$ cat config.mk
export PLATFORM = sky130hd
export DESIGN_NAME = uart_time_sender
export DESIGN_NICKNAME = d
export VERILOG_FILES = /design/src/rtl/uart_pkg.sv /design/src/rtl/bcd_digit_to_ascii.sv /design/src/rtl/uart_time_sender.sv
export SDC_FILE = /design/constraint.sdc
export NUM_CORES = 1
export LEC_CHECK = 0
export BUFFER_PORTS_ARGS = -buffer_cell sky130_fd_sc_hd__buf_2
export CORE_ASPECT_RATIO = 0.7
export CORE_MARGIN = 4
export CORE_UTILIZATION = 39
export CTS_BUF_LIST = sky130_fd_sc_hd__clkbuf_4 sky130_fd_sc_hd__clkbuf_8 sky130_fd_sc_hd__clkbuf_16
export CTS_CLUSTER_DIAMETER = 150
export DETAILED_ROUTE_END_ITERATION = 8
export SLEW_MARGIN = 10
export SYNTH_ARGS = -nofsm -noshare
export SYNTH_HDL_FRONTEND = slang
export SYNTH_SLANG_ARGS = --single-unit
export TNS_END_PERCENT = 50
$ cat constraint.sdc
create_clock -name clock -period 1.7 [get_ports clock]
set_input_delay 0.17 -clock clock [delete_from_list [all_inputs] [get_ports clock]]
set_output_delay 0.17 -clock clock [all_outputs]
set_load 0.03 [all_outputs]
$ cat src/rtl/uart_pkg.sv
// Shared ASCII constants, message lengths and sender state encoding.
package uart_pkg;

  localparam logic [7:0] AsciiZero     = 8'h30;
  localparam logic [7:0] AsciiColon    = 8'h3A;
  localparam logic [7:0] AsciiQuestion = 8'h3F;
  localparam logic [7:0] AsciiCr       = 8'h0D;
  localparam logic [7:0] AsciiLf       = 8'h0A;

  localparam int MsgLenCrLf   = 10;
  localparam int MsgLenNoCrLf = 8;

  typedef enum logic [1:0] {
    IDLE      = 2'd0,
    START     = 2'd1,
    WAIT_DONE = 2'd2
  } tx_state_e;

endpackage

$ cat src/rtl/bcd_digit_to_ascii.sv
// One BCD nibble to its ASCII character; combinational, no flow control.
// Non-decimal nibbles (10..15) render as '?' so corrupt time is visible on the wire.
module bcd_digit_to_ascii
  import uart_pkg::*;
(
  input  logic [3:0] digit,
  output logic [7:0] ascii
);

  assign ascii = (digit < 4'd10) ? (AsciiZero + {4'h0, digit}) : AsciiQuestion;

endmodule

$ cat src/rtl/uart_time_sender.sv
// Sends "HH:MM:SS[\r\n]" byte by byte to a UART transmitter; first tx_start 1 cycle after send.
// Paced by tx_done rising edges; send ignored while busy; aborts with error after TimeoutCycles.
module uart_time_sender
  import uart_pkg::*;
#(
  parameter int IncludeCrLf   = 1,
  parameter int TimeoutCycles = 2_000_000
) (
  input  logic       clock,
  input  logic       reset,
  input  logic       send,
  input  logic [7:0] hours,
  input  logic [7:0] minutes,
  input  logic [7:0] seconds,
  output logic       tx_start,
  output logic [7:0] tx_data,
  input  logic       tx_done,
  output logic       busy,
  output logic       sent,
  output logic       error
);

  localparam int MsgLen = (IncludeCrLf != 0) ? MsgLenCrLf : MsgLenNoCrLf;
  localparam logic [3:0] LastIdx = 4'(MsgLen - 1);
  localparam int CntW = $clog2(TimeoutCycles + 1);
  localparam logic [CntW-1:0] TimeoutLast = CntW'(TimeoutCycles - 1);

  tx_state_e       state, state_next;
  logic [3:0]      byte_idx;
  logic [CntW-1:0] wait_cnt;
  logic [7:0]      hours_q, minutes_q, seconds_q;
  logic            tx_done_q;
  logic            sent_q, error_q;

  logic            accept, done_edge, last_byte, timed_out;
  logic            is_digit;
  logic [3:0]      nibble;
  logic [7:0]      digit_ascii, fixed_char, cur_byte;

  // The sent cycle is already IDLE, but a request there would look like a
  // duplicate of the message just finished, so it is refused.
  assign accept    = send & ~sent_q;
  assign done_edge = tx_done & ~tx_done_q;
  assign last_byte = (byte_idx == LastIdx);
  // wait_cnt counts cycles since tx_start, so this fires TimeoutCycles after it.
  assign timed_out = (wait_cnt == TimeoutLast);

  always_comb begin
    state_next = state;
    case (state)
      IDLE:      if (accept) state_next = START;
      START:     state_next = WAIT_DONE;
      WAIT_DONE: begin
        if (done_edge)      state_next = last_byte ? IDLE : START;
        else if (timed_out) state_next = IDLE;
      end
      default:   state_next = IDLE;
    endcase
  end

  always_comb begin
    is_digit   = 1'b0;
    nibble     = 4'h0;
    fixed_char = 8'h00;
    case (byte_idx)
      4'd0: begin is_digit = 1'b1; nibble = hours_q[7:4];   end
      4'd1: begin is_digit = 1'b1; nibble = hours_q[3:0];   end
      4'd2: fixed_char = AsciiColon;
      4'd3: begin is_digit = 1'b1; nibble = minutes_q[7:4]; end
      4'd4: begin is_digit = 1'b1; nibble = minutes_q[3:0]; end
      4'd5: fixed_char = AsciiColon;
      4'd6: begin is_digit = 1'b1; nibble = seconds_q[7:4]; end
      4'd7: begin is_digit = 1'b1; nibble = seconds_q[3:0]; end
      4'd8: fixed_char = AsciiCr;
      4'd9: fixed_char = AsciiLf;
      default: fixed_char = 8'h00;
    endcase
  end

  bcd_digit_to_ascii u_digit (
    .digit (nibble),
    .ascii (digit_ascii)
  );

  assign cur_byte = is_digit ? digit_ascii : fixed_char;
  assign busy     = (state != IDLE);
  assign tx_start = (state == START);
  assign tx_data  = busy ? cur_byte : 8'h00;
  assign sent     = sent_q;
  assign error    = error_q;

  always_ff @(posedge clock or negedge reset) begin
    if (!reset) begin
      state     <= IDLE;
      byte_idx  <= 4'd0;
      wait_cnt  <= '0;
      hours_q   <= 8'h00;
      minutes_q <= 8'h00;
      seconds_q <= 8'h00;
      tx_done_q <= 1'b1;
      sent_q    <= 1'b0;
      error_q   <= 1'b0;
    end else begin
      state     <= state_next;
      tx_done_q <= tx_done;
      sent_q    <= (state == WAIT_DONE) && done_edge && last_byte;
      error_q   <= (state == WAIT_DONE) && !done_edge && timed_out;

      case (state)
        IDLE: begin
          wait_cnt <= '0;
          if (accept) begin
            byte_idx  <= 4'd0;
            hours_q   <= hours;
            minutes_q <= minutes;
            seconds_q <= seconds;
          end
        end
        START:     wait_cnt <= CntW'(1);
        WAIT_DONE: begin
          wait_cnt <= wait_cnt + CntW'(1);
          if (done_edge) begin
            byte_idx <= last_byte ? 4'd0 : (byte_idx + 4'd1);
          end else if (timed_out) begin
            byte_idx <= 4'd0;
          end
        end
        default:   wait_cnt <= '0;
      endcase
    end
  end

endmodule

* Word level (Yosys, flattened, before mapping) *
Index checks and enable logic that the tools add are counted.

storage, ports and cells
  register bits after elaboration = 54
  output and inout bits = 12
  logic and storage cells = 62

operators by class
  $add $sub $neg = 3
  order comparisons = 1
  equality and inequality tests = 14
  mux-type cells = 17
  bitwise logic cells = 4
  reduce and logical (&&, ||, !) cells = 14

operators with widths
  operator                                              count
  case mux 21 bit (2 select lines)                      1
  two-way mux 8 bit                                     3
  case mux 4 bit (6 select lines)                       1
  adder 21 x 1 -> 21 bit (second input constant)        1
  equality test 21 bit (second input constant)          1
  case mux 6 bit (3 select lines)                       1
  equality test 4 x 3 -> 1 bit (second input constant)  4
  two-way mux 4 bit                                     4
  equality test 4 x 2 -> 1 bit (second input constant)  2
  equality test 4 bit (second input constant)           2
  case mux 4 bit (2 select lines)                       1
  adder 6 x 4 -> 7 bit (first input constant)           1
  two-way mux 2 bit                                     3
  case mux 2 bit (3 select lines)                       1
  OR reduction 6 bit                                    1
  adder 4 x 1 -> 4 bit (second input constant)          1
  equality test 4 x 1 -> 1 bit (second input constant)  1
  logical AND 1 bit                                     4
  zero test 4 bit                                       1
  < comparator 4 bit (second input constant)            1
  AND reduction 2 bit                                   2
  nonzero test 2 bit                                    2
  inequality test 3 bit (second input constant)         1
  AND reduction 3 bit                                   1
  9 further kinds                                       12

* Depth between registers and ports, before layout *
Gate-level depths: netlist of run 1.

  depth after elaboration = 6
  mapped depth = 8
  mapped depth without buffers = 7

* Modules after synthesis *
Synthesis of run 1 repeated with hierarchy kept, for this count alone.

unflattened totals
  cell total of the unflattened synthesis = 285
  area total of the unflattened synthesis = 2882.8 sq um

by module, submodules not included
  module              times used  cells an instance  area an instance (sq um)  seq. area each (sq um)
  uart_time_sender    1           274                2815.2                    1352.5
  bcd_digit_to_ascii  1           11                 67.6                      0.0

* Worst setup path after synthesis of run 1 *
No wires, ideal clock.

  kind = flip-flop to output port
  from = register byte_idx[0]
  to = output port tx_data[1]
  data arrival time = 2.011 ns
  required time = 1.530 ns
  path slack = -0.481 ns
  cell stages (with the launch flop) = 7
  path buffers = 1
  cell sequence = dfrtp_1 > buf_4 > mux2_1 > a22oi_1 > a211o_1 > or3b_1 > a221oi_2

on the way
  cells in the longest elaborated chain, start to end = 6
  elaborated cells on any way between the ends = 20
  those cells by class = 1 x add/sub; 1 x order compare; 9 x eq/ne; 6 x mux; 3 x reduce/logical

ends and longest elaborated chain
  what                                                        line                      source
  start: declaration                                          uart_time_sender.sv:29    logic [3:0] byte_idx;
  start signal: assignment                                    uart_time_sender.sv:123   byte_idx <= last_byte ? 4'd0 : (byte_idx + 4'd1);
  equality test 4 x 3 -> 1 bit (tied with other cells)        uart_time_sender.sv:65    case (byte_idx)
  case mux 4 bit (6 select lines)                             uart_time_sender.sv:65
  adder 6 x 4 -> 7 bit or < comparator 4 bit (tied branches)  bcd_digit_to_ascii.sv:10  assign ascii = (digit < 4'd10) ? (AsciiZero + {4'h0, digit}) : AsciiQuestion;
  two-way mux 8 bit                                           bcd_digit_to_ascii.sv:10
  two-way mux 8 bit (*)                                       uart_time_sender.sv:85    assign cur_byte = is_digit ? digit_ascii : fixed_char;
  two-way mux 8 bit (*)                                       uart_time_sender.sv:88    assign tx_data = busy ? cur_byte : 8'h00;
  end: declaration                                            uart_time_sender.sv:16    output logic [7:0] tx_data,

Every way passes the cells marked *; elsewhere a longest branch is shown, timed or not.

* Final worst setup path of run 1 *
Ends and elaborated chain as after synthesis.

==> results of run 1 <==
==> power by group <==
group / internal (mW) / switching (mW)
combinational: 1.28 / 1.21
sequential: 1.62 / 0.218
clock: 0.329 / 0.425
==> state kept, by name, summed over array words and instances, names as in the netlist <==
signal / flops
sent: 1
hours_q: 8
error: 1
state: 2
tx_done_q: 1
minutes_q: 8
wait_cnt: 21
byte_idx: 4
seconds_q: 8
==> synth_stat cells, types with 4 or more instances <==
master                      n
sky130_fd_sc_hd__a21oi_1    8
sky130_fd_sc_hd__and3_1     4
sky130_fd_sc_hd__buf_4      4
sky130_fd_sc_hd__clkbuf_1  10
sky130_fd_sc_hd__dfrtp_1   53
sky130_fd_sc_hd__ha_1       5
sky130_fd_sc_hd__inv_1      9
sky130_fd_sc_hd__mux2_2    28
sky130_fd_sc_hd__mux2i_1    4
sky130_fd_sc_hd__nand2_1   16
sky130_fd_sc_hd__nand3_1   10
sky130_fd_sc_hd__nand4_1    7
sky130_fd_sc_hd__nor2_1    27
sky130_fd_sc_hd__nor2b_1    6
sky130_fd_sc_hd__o21ai_0    6
sky130_fd_sc_hd__xnor2_1    4
sky130_fd_sc_hd__xor2_1    11
==> worst min-delay path by stage <==
stage          startpoint      endpoint  slack [ns]  cells past startpoint
2_1_floorplan       reset   byte_idx[0]       -0.13                      0
3_3_place_gp        reset  seconds_q[3]        0.13                      1
3_5_place_dp        reset  seconds_q[3]        0.13                      1
4_1_cts          hours[4]    hours_q[4]        0.08                      2
5_1_grt          hours[4]    hours_q[4]        0.08                      2
6_report         hours[4]    hours_q[4]        0.09                      2
==> kinds of logic after synthesis <==
logic type               after synthesis  synth area share
flip-flops                            54            0.4610
other                                  1          0.001278
AO/OA/AOI/OAI                         41           0.09979
adder cells (fa/ha/maj)                5           0.02132
XOR/XNOR                              15           0.04477
AND/OR/NAND/NOR                      101            0.2017
multiplexers                          34            0.1301
buffers and inverters                 25           0.04008
==> worst reg2reg max path: cells and delay by family, from the launching register on <==
family             cells  cell delay (ns)
AOI/OAI and AO/OA      1             0.30
DFF                    1             0.39
muxes                  1             0.30
and+or+nand+nor        3             0.85
==> metal layers <==
metal,track usage,share of wire,wire length (um),up-vias
met5,0,0,0,-
met2,0.2016,0.40,2708,33
met3,0.03539,0.038,261,7
li1,-,-,-,1149
met1,0.2424,0.56,3804,1117
met4,0.02916,0.0072,49,0
==> repair_timing <==
item                                   4_1_cts  5_1_grt
setup endpoints to repair                   11       41
resized for setup                           25       26
buffers inserted                             1        1
hold buffers                                 2        0
cloned                                       0        0
endpoints found under the hold margin       18        0
pin swaps                                    9       11
==> metrics by stage <==
stage | power, mW | hold slack, ns | setup slack, ns | cells | setup TNS (ns)
after floorplan | 3.363 | -0.1256 | -0.3359 | 277 | -0.9427
after global placement | 3.989 | 0.1316 | -0.3814 | 448 | -2.345
after detailed placement | 4.022 | 0.1333 | -0.4181 | 448 | -2.455
after CTS | 5.017 | 0.08240 | -0.6500 | 459 | -3.064
after global routing | 5.402 | 0.08033 | -0.7504 | 460 | -3.832
final | 5.082 | 0.08895 | -0.6643 | 460 | -2.970
==> area by class of cell <==
cell class,count,share of cell area
Tap cell,98,0.03143
Timing Repair Buffer,93,0.1703
Sequential cell,54,0.3477
Multi-Input combinational cell,198,0.4176
Inverter,9,0.008659
Clock buffer,6,0.02117
Clock inverter,2,0.003207
==> metrics.log, run 1 <==
[metrics] status: complete, but fails checks
[metrics] failing checks: setup timing
[metrics] GRT Util Overall: 0.1513
[metrics] die outline height: 80.57 um
[metrics] length of the first detailed-routing pass in iterations: 4
[metrics] clock root buffer master: sky130_fd_sc_hd__clkbuf_8
[metrics] Worst Setup Slack, final: -0.6643 ns
[metrics] endpoint of the lowest-slack register-to-register path: state[1]
[metrics] aggregate global routing overflow: 0
[metrics] cell area reported after detailed placement: 3595 um2
[metrics] remaining routing DRC violations: 0
[metrics] number of antenna violations at the first check in global routing: 0
[metrics] global-route wire length before repair: 11140 um
[metrics] num ports: 40
[metrics] std cell rows: 26
[metrics] Post-Synthesis Mean Instance Area: 10.63 um2
[metrics] EDFF count, synth: 0
[metrics] minimum clock period after layout: 2.364 ns
[metrics] area occupied by registers: 1356 um2
[metrics] CTS tree: built
[metrics] Setup crit end: tx_data[1]
[metrics] worst clock skew: 0.007429 ns
[metrics] crit path max-delay cell type: sky130_fd_sc_hd__dfrtp_2
[metrics] Cell Chain, Critical Path: mux2_4, a22oi_2, a211o_1, or3b_4, a221oi_4, buf_6
[metrics] starting utilization of the core area: 0.4009
[metrics] routability congestion estimate: 0.8577
[metrics] width of the chip: 111.7 um
[metrics] arrival time of the worst setup path: 2.19 ns
[metrics] top cell type's share of synthesized area: 0.4520
[metrics] share of synthesized area occupied by flip-flops and latches: 0.4610
[metrics] Crit Path Category: flop to output port
[metrics] clk sinks: 54
[metrics] H-tree lvl count: 2
[metrics] maximum number of pins on one net before global-route repair: 38
[metrics] leakage power total: 1.749 nW
[metrics] power density of the placed cells: 1303 nW/um2
[metrics] fin util: 0.5330
[metrics] worst r2r path cells: 5
[metrics] data required time at the worst endpoint: 1.53 ns
[metrics] average routed wire per standard cell: 14.83 um
[metrics] Most used DFF post-synth: sky130_fd_sc_hd__dfrtp_1
[metrics] final number of setup-violating endpoints: 10
[metrics] post-route fraction of the period consumed by the critical path: 1.391
[metrics] Critical Path Stages: 6
[metrics] final design area excluding fillers: 3901 um2
[metrics] Post-Route WL: 6824 um
[metrics] WP buf/inv: 1
[metrics] count of nets left with antenna violations after detail routing: 0
[metrics] clock latency reported for the late side of the worst-skew pair: 0.31 ns
[metrics] leading cell types in the layout, fill and taps excluded: 52 x sky130_fd_sc_hd__buf_4, 50 x sky130_fd_sc_hd__dfrtp_1, 31 x sky130_fd_sc_hd__buf_2
[metrics] peak supply drop: 0.0009732 V
[metrics] most common library cell in the layout ignoring fill and taps: sky130_fd_sc_hd__buf_4
[metrics] area used by multi-input combinational logic: 1629 um2
[metrics] Antenna Cells: 0
[metrics] number of buffers created by CTS: 5
[metrics] via count of the first global-routing pass: 2214
[metrics] CP startpoint: byte_idx[0]
[metrics] detailed router's first-iteration violation count: 84
[metrics] Worst Setup End Kind: output port
[metrics] Async S/R FF share, synth: 1.000
[metrics] share of layout cells above drive strength 1: 0.4669
[metrics] RSZ-0062 raised after global routing: yes
[metrics] Via Count: 2306
[metrics] fillcell total: 674
[metrics] total count of max-transition violations in the final report: 0
[metrics] CP Launch Type: flop
[metrics] largest fanout of any net on the critical path: 8
[metrics] Via density: 5.013
[metrics] net count of the finished layout: 394
[metrics] die area: 8997 um2
[metrics] count of unique library cells instantiated by Yosys: 61
[metrics] Reg-to-Reg Start: wait_cnt[7]
[metrics] clock slew seen by the registers of the worst setup and hold paths: 0.10 ns
[metrics] peak per-stage delay on the critical path: 0.50 ns
[metrics] synthesized area: 2934 um2
[metrics] Min-Delay Path Class: input pin to flop
[metrics] largest cells by area after synthesis: sky130_fd_sc_hd__dfrtp_1 45%, sky130_fd_sc_hd__mux2_2 11%, sky130_fd_sc_hd__nor2_1 3.5%, sky130_fd_sc_hd__xor2_1 3.3%, sky130_fd_sc_hd__ha_1 2.1%
[metrics] flop and latch count out of synthesis: 54
[metrics] Max Clock Freq: 423.0 MHz
[metrics] number of max-cap violations: 0
[metrics] yosys warns: 0
[metrics] number of I/O port buffers: 37
[metrics] Longest Clk Path Bufs: 2
[metrics] register-to-register setup slack: -0.25 ns
[metrics] placed wire-length estimate after detailed placement: 5124 um
[metrics] layout overhead on the synthesized area: 32.96%
[metrics] Hold Vio Cnt, Final: 0
[metrics] cell count after synthesis: 276
[metrics] Core Region: 7320 um2
[metrics] cell type contributing the most total cell area after synthesis: sky130_fd_sc_hd__dfrtp_1
[metrics] Largest delay share family, worst path: compound AO/OA/AOI/OAI gates
Power figures use the tool's default switching activity.
==> inputs of run 2 (changes only) <==
CORE_MARGIN = 8   (was 4)
CTS_BUF_LIST = default   (was sky130_fd_sc_hd__clkbuf_4 sky130_fd_sc_hd__clkbuf_8 sky130_fd_sc_hd__clkbuf_16)
==> run 2 against run 1 <==
Compared with the run above:
- the flow still finishes with violations (setup timing)
- setup slack got worse by 0.015 ns
- via count rose by 2.6%
- non-clock buffer count rose by 2
- critical path depth fell by 1
- design area fell by 0.67%
- critical endpoint is now tx_data[2]
==> metrics.log, run 2 (synthesis gave the netlist of run 1 again) <==
[metrics] maximum number of pins on one net before global-route repair: 55 (+45%)
[metrics] remaining routing DRC violations: 0 (unchanged)
[metrics] number of buffers created by CTS: 5 (unchanged)
[metrics] minimum clock period after layout: 2.380 ns (+0.01529 ns)
[metrics] Crit Path Category: flop to output port
[metrics] clock slew seen by the registers of the worst setup and hold paths: 0.10 ns (about the same)
[metrics] status: complete, but fails checks
[metrics] worst r2r path cells: 5 (unchanged)
[metrics] global-route wire length before repair: 12210 um (+9.6%)
[metrics] Antenna Cells: 0 (unchanged)
[metrics] Finished Layout Cells: 462 (+0.43%)
[metrics] clk sinks: 54 (unchanged)
[metrics] power density of the placed cells: 1343 nW/um2 (+3.1%)
[metrics] detailed router's first-iteration violation count: 154 (+83%)
[metrics] peak supply drop: 0.0007951 V (-18%)
[metrics] arrival time of the worst setup path: 2.21 ns (+0.02 ns)
[metrics] clock root buffer master: sky130_fd_sc_hd__clkbuf_8
[metrics] Core Region: 7287 um2 (-0.44%)
[metrics] final total negative setup slack: -3.133 ns (-0.1637 ns)
[metrics] leading cell types in the layout, fill and taps excluded: 54 x sky130_fd_sc_hd__buf_4, 50 x sky130_fd_sc_hd__dfrtp_1, 33 x sky130_fd_sc_hd__buf_2
[metrics] post-route fraction of the period consumed by the critical path: 1.400 (+0.008994)
[metrics] number of I/O port buffers: 37 (unchanged)
[metrics] count of nets left with antenna violations after detail routing: 0 (unchanged)
[metrics] H-tree lvl count: 2 (unchanged)
[metrics] largest fanout of any net on the critical path: 8 (unchanged)
[metrics] share of layout cells above drive strength 1: 0.4478 (-0.01905)
[metrics] CTS tree: built
[metrics] average routed wire per standard cell: 15.69 um (+5.8%)
[metrics] die outline height: 88.57 um (+9.9%)
[metrics] setup slack at placement: -0.4406 ns (-0.02256 ns)
[metrics] Via density: 5.123 (+2.2%)
[metrics] Longest Clk Path Bufs: 2 (unchanged)
[metrics] RSZ-0062 raised after global routing: yes
[metrics] die area: 10600 um2 (+18%)
[metrics] fillcell total: 684 (+1.5%)
[metrics] starting utilization of the core area: 0.4026 (+0.001790)
[metrics] via count of the first global-routing pass: 2438 (+10%)
[metrics] final number of setup-violating endpoints: 10 (unchanged)
[metrics] WHS Path Cells: 2 (unchanged)
[metrics] most common library cell in the layout ignoring fill and taps: sky130_fd_sc_hd__buf_4
[metrics] total count of max-transition violations in the final report: 0 (unchanged)
[metrics] fin util: 0.5318 (-0.001226)
[metrics] CP Launch Type: flop
[metrics] Post-Route WL: 7250 um (+6.2%)
[metrics] layout overhead on the synthesized area: 32.07%
[metrics] length of the first detailed-routing pass in iterations: 4 (unchanged)
[metrics] num ports: 40 (unchanged)
[metrics] Worst Setup End Kind: output port
[metrics] largest reg by FF count: wait_cnt
[metrics] aggregate global routing overflow: 0 (unchanged)
[metrics] Hold Vio Cnt, Final: 0 (unchanged)
[metrics] failing checks: setup timing
[metrics] std cell rows: 26 (unchanged)
[metrics] worst clock skew: 0.01506 ns (+0.007632 ns)
[metrics] data required time at the worst endpoint: 1.53 ns (about the same)
[metrics] number of max-cap violations: 0 (unchanged)
[metrics] routability congestion estimate: 0.8151 (-5.0%)
[metrics] flip-flop count of the largest register, all copies and words added: 21 (unchanged)
[metrics] number of antenna violations at the first check in global routing: 0 (unchanged)
[metrics] GRT Util Overall: 0.1406 (-0.01072)
[metrics] Cell Count Post-Placement: 451 (+0.67%)
[metrics] width of the chip: 119.7 um (+7.2%)
[metrics] clock latency reported for the late side of the worst-skew pair: 0.31 ns (about the same)
[metrics] total power draw: 5.203 mW (+2.4%)
[metrics] Max Clock Freq: 420.2 MHz (-0.64%)
[metrics] Worst Setup Slack, final: -0.6796 ns (-0.01529 ns)
[metrics] Via Count: 2367 (+2.6%)
[metrics] net count of the finished layout: 396 (+0.51%)
[metrics] Min-Delay Path Class: input pin to flop
[metrics] leakage power total: 1.758 nW (+0.55%)
[metrics] placed wire-length estimate after detailed placement: 5535 um (+8.0%)
-- run 2: per-layer routing --
layer	vias up	part of all wire	track usage
li1	1154	-	-
met1	1164	0.52	0.2005
met2	45	0.44	0.2189
met5	-	0	0
met3	4	0.029	0.02486
met4	0	0.0072	0.02709
-- run 2: critical path, stage by stage, from the launching register on --
cell,delay [ns]
sky130_fd_sc_hd__dfrtp_2,0.50
sky130_fd_sc_hd__mux2_4,0.33
sky130_fd_sc_hd__a32o_1,0.26
sky130_fd_sc_hd__a221o_1,0.30
sky130_fd_sc_hd__o311a_1,0.36
sky130_fd_sc_hd__buf_6,0.15
-- run 2: final timing paths --
check                             start            to  slack, ns
setup / recovery            byte_idx[0]    tx_data[2]      -0.68
hold / removal               seconds[1]  seconds_q[1]       0.09
setup reg to reg            wait_cnt[7]      state[1]      -0.26
hold reg to reg            minutes_q[4]  minutes_q[4]       0.51
max in group asynchronous         reset     tx_done_q       1.02
min in group asynchronous         reset  wait_cnt[11]       0.37
-- run 2: power by group --
group	internal, mW	switching [mW]	total (mW)
clock	0.442	0.429	0.871
combinational	1.26	1.23	2.49
sequential	1.62	0.223	1.84
total	3.33	1.88	5.20
-- run 2: stage by stage --
| step | cell area (um2) | hold slack [ns] |
|---|---|---|
| global route | 3875 | 0.07697 |
| finish | 3875 | 0.08889 |
| floorplan | 2995 | -0.1256 |
| detailed placement | 3617 | 0.1886 |
| global placement | 3617 | 0.1910 |
| CTS | 3845 | 0.08056 |
-- run 2: what timing repair did --
action / CTS / global route
buffers inserted: 0 / 1
gates resized for setup: 27 / 7
pin swaps: 14 / 11
setup endpoints to repair: 13 / 16
hold buffers: 2 / 0
hold endpoints to repair: 54 / 0
-- run 2: cell type report --
type | count | area [um2] | share of cell area
Clock buffer | 5 | 68.82 | 0.01776
Multi-Input combinational cell | 198 | 1583 | 0.4085
Sequential cell | 54 | 1356 | 0.3500
Clock inverter | 3 | 43.79 | 0.01130
Timing Repair Buffer | 95 | 666.9 | 0.1721
Tap cell | 98 | 122.6 | 0.03164
Inverter | 9 | 33.78 | 0.008718
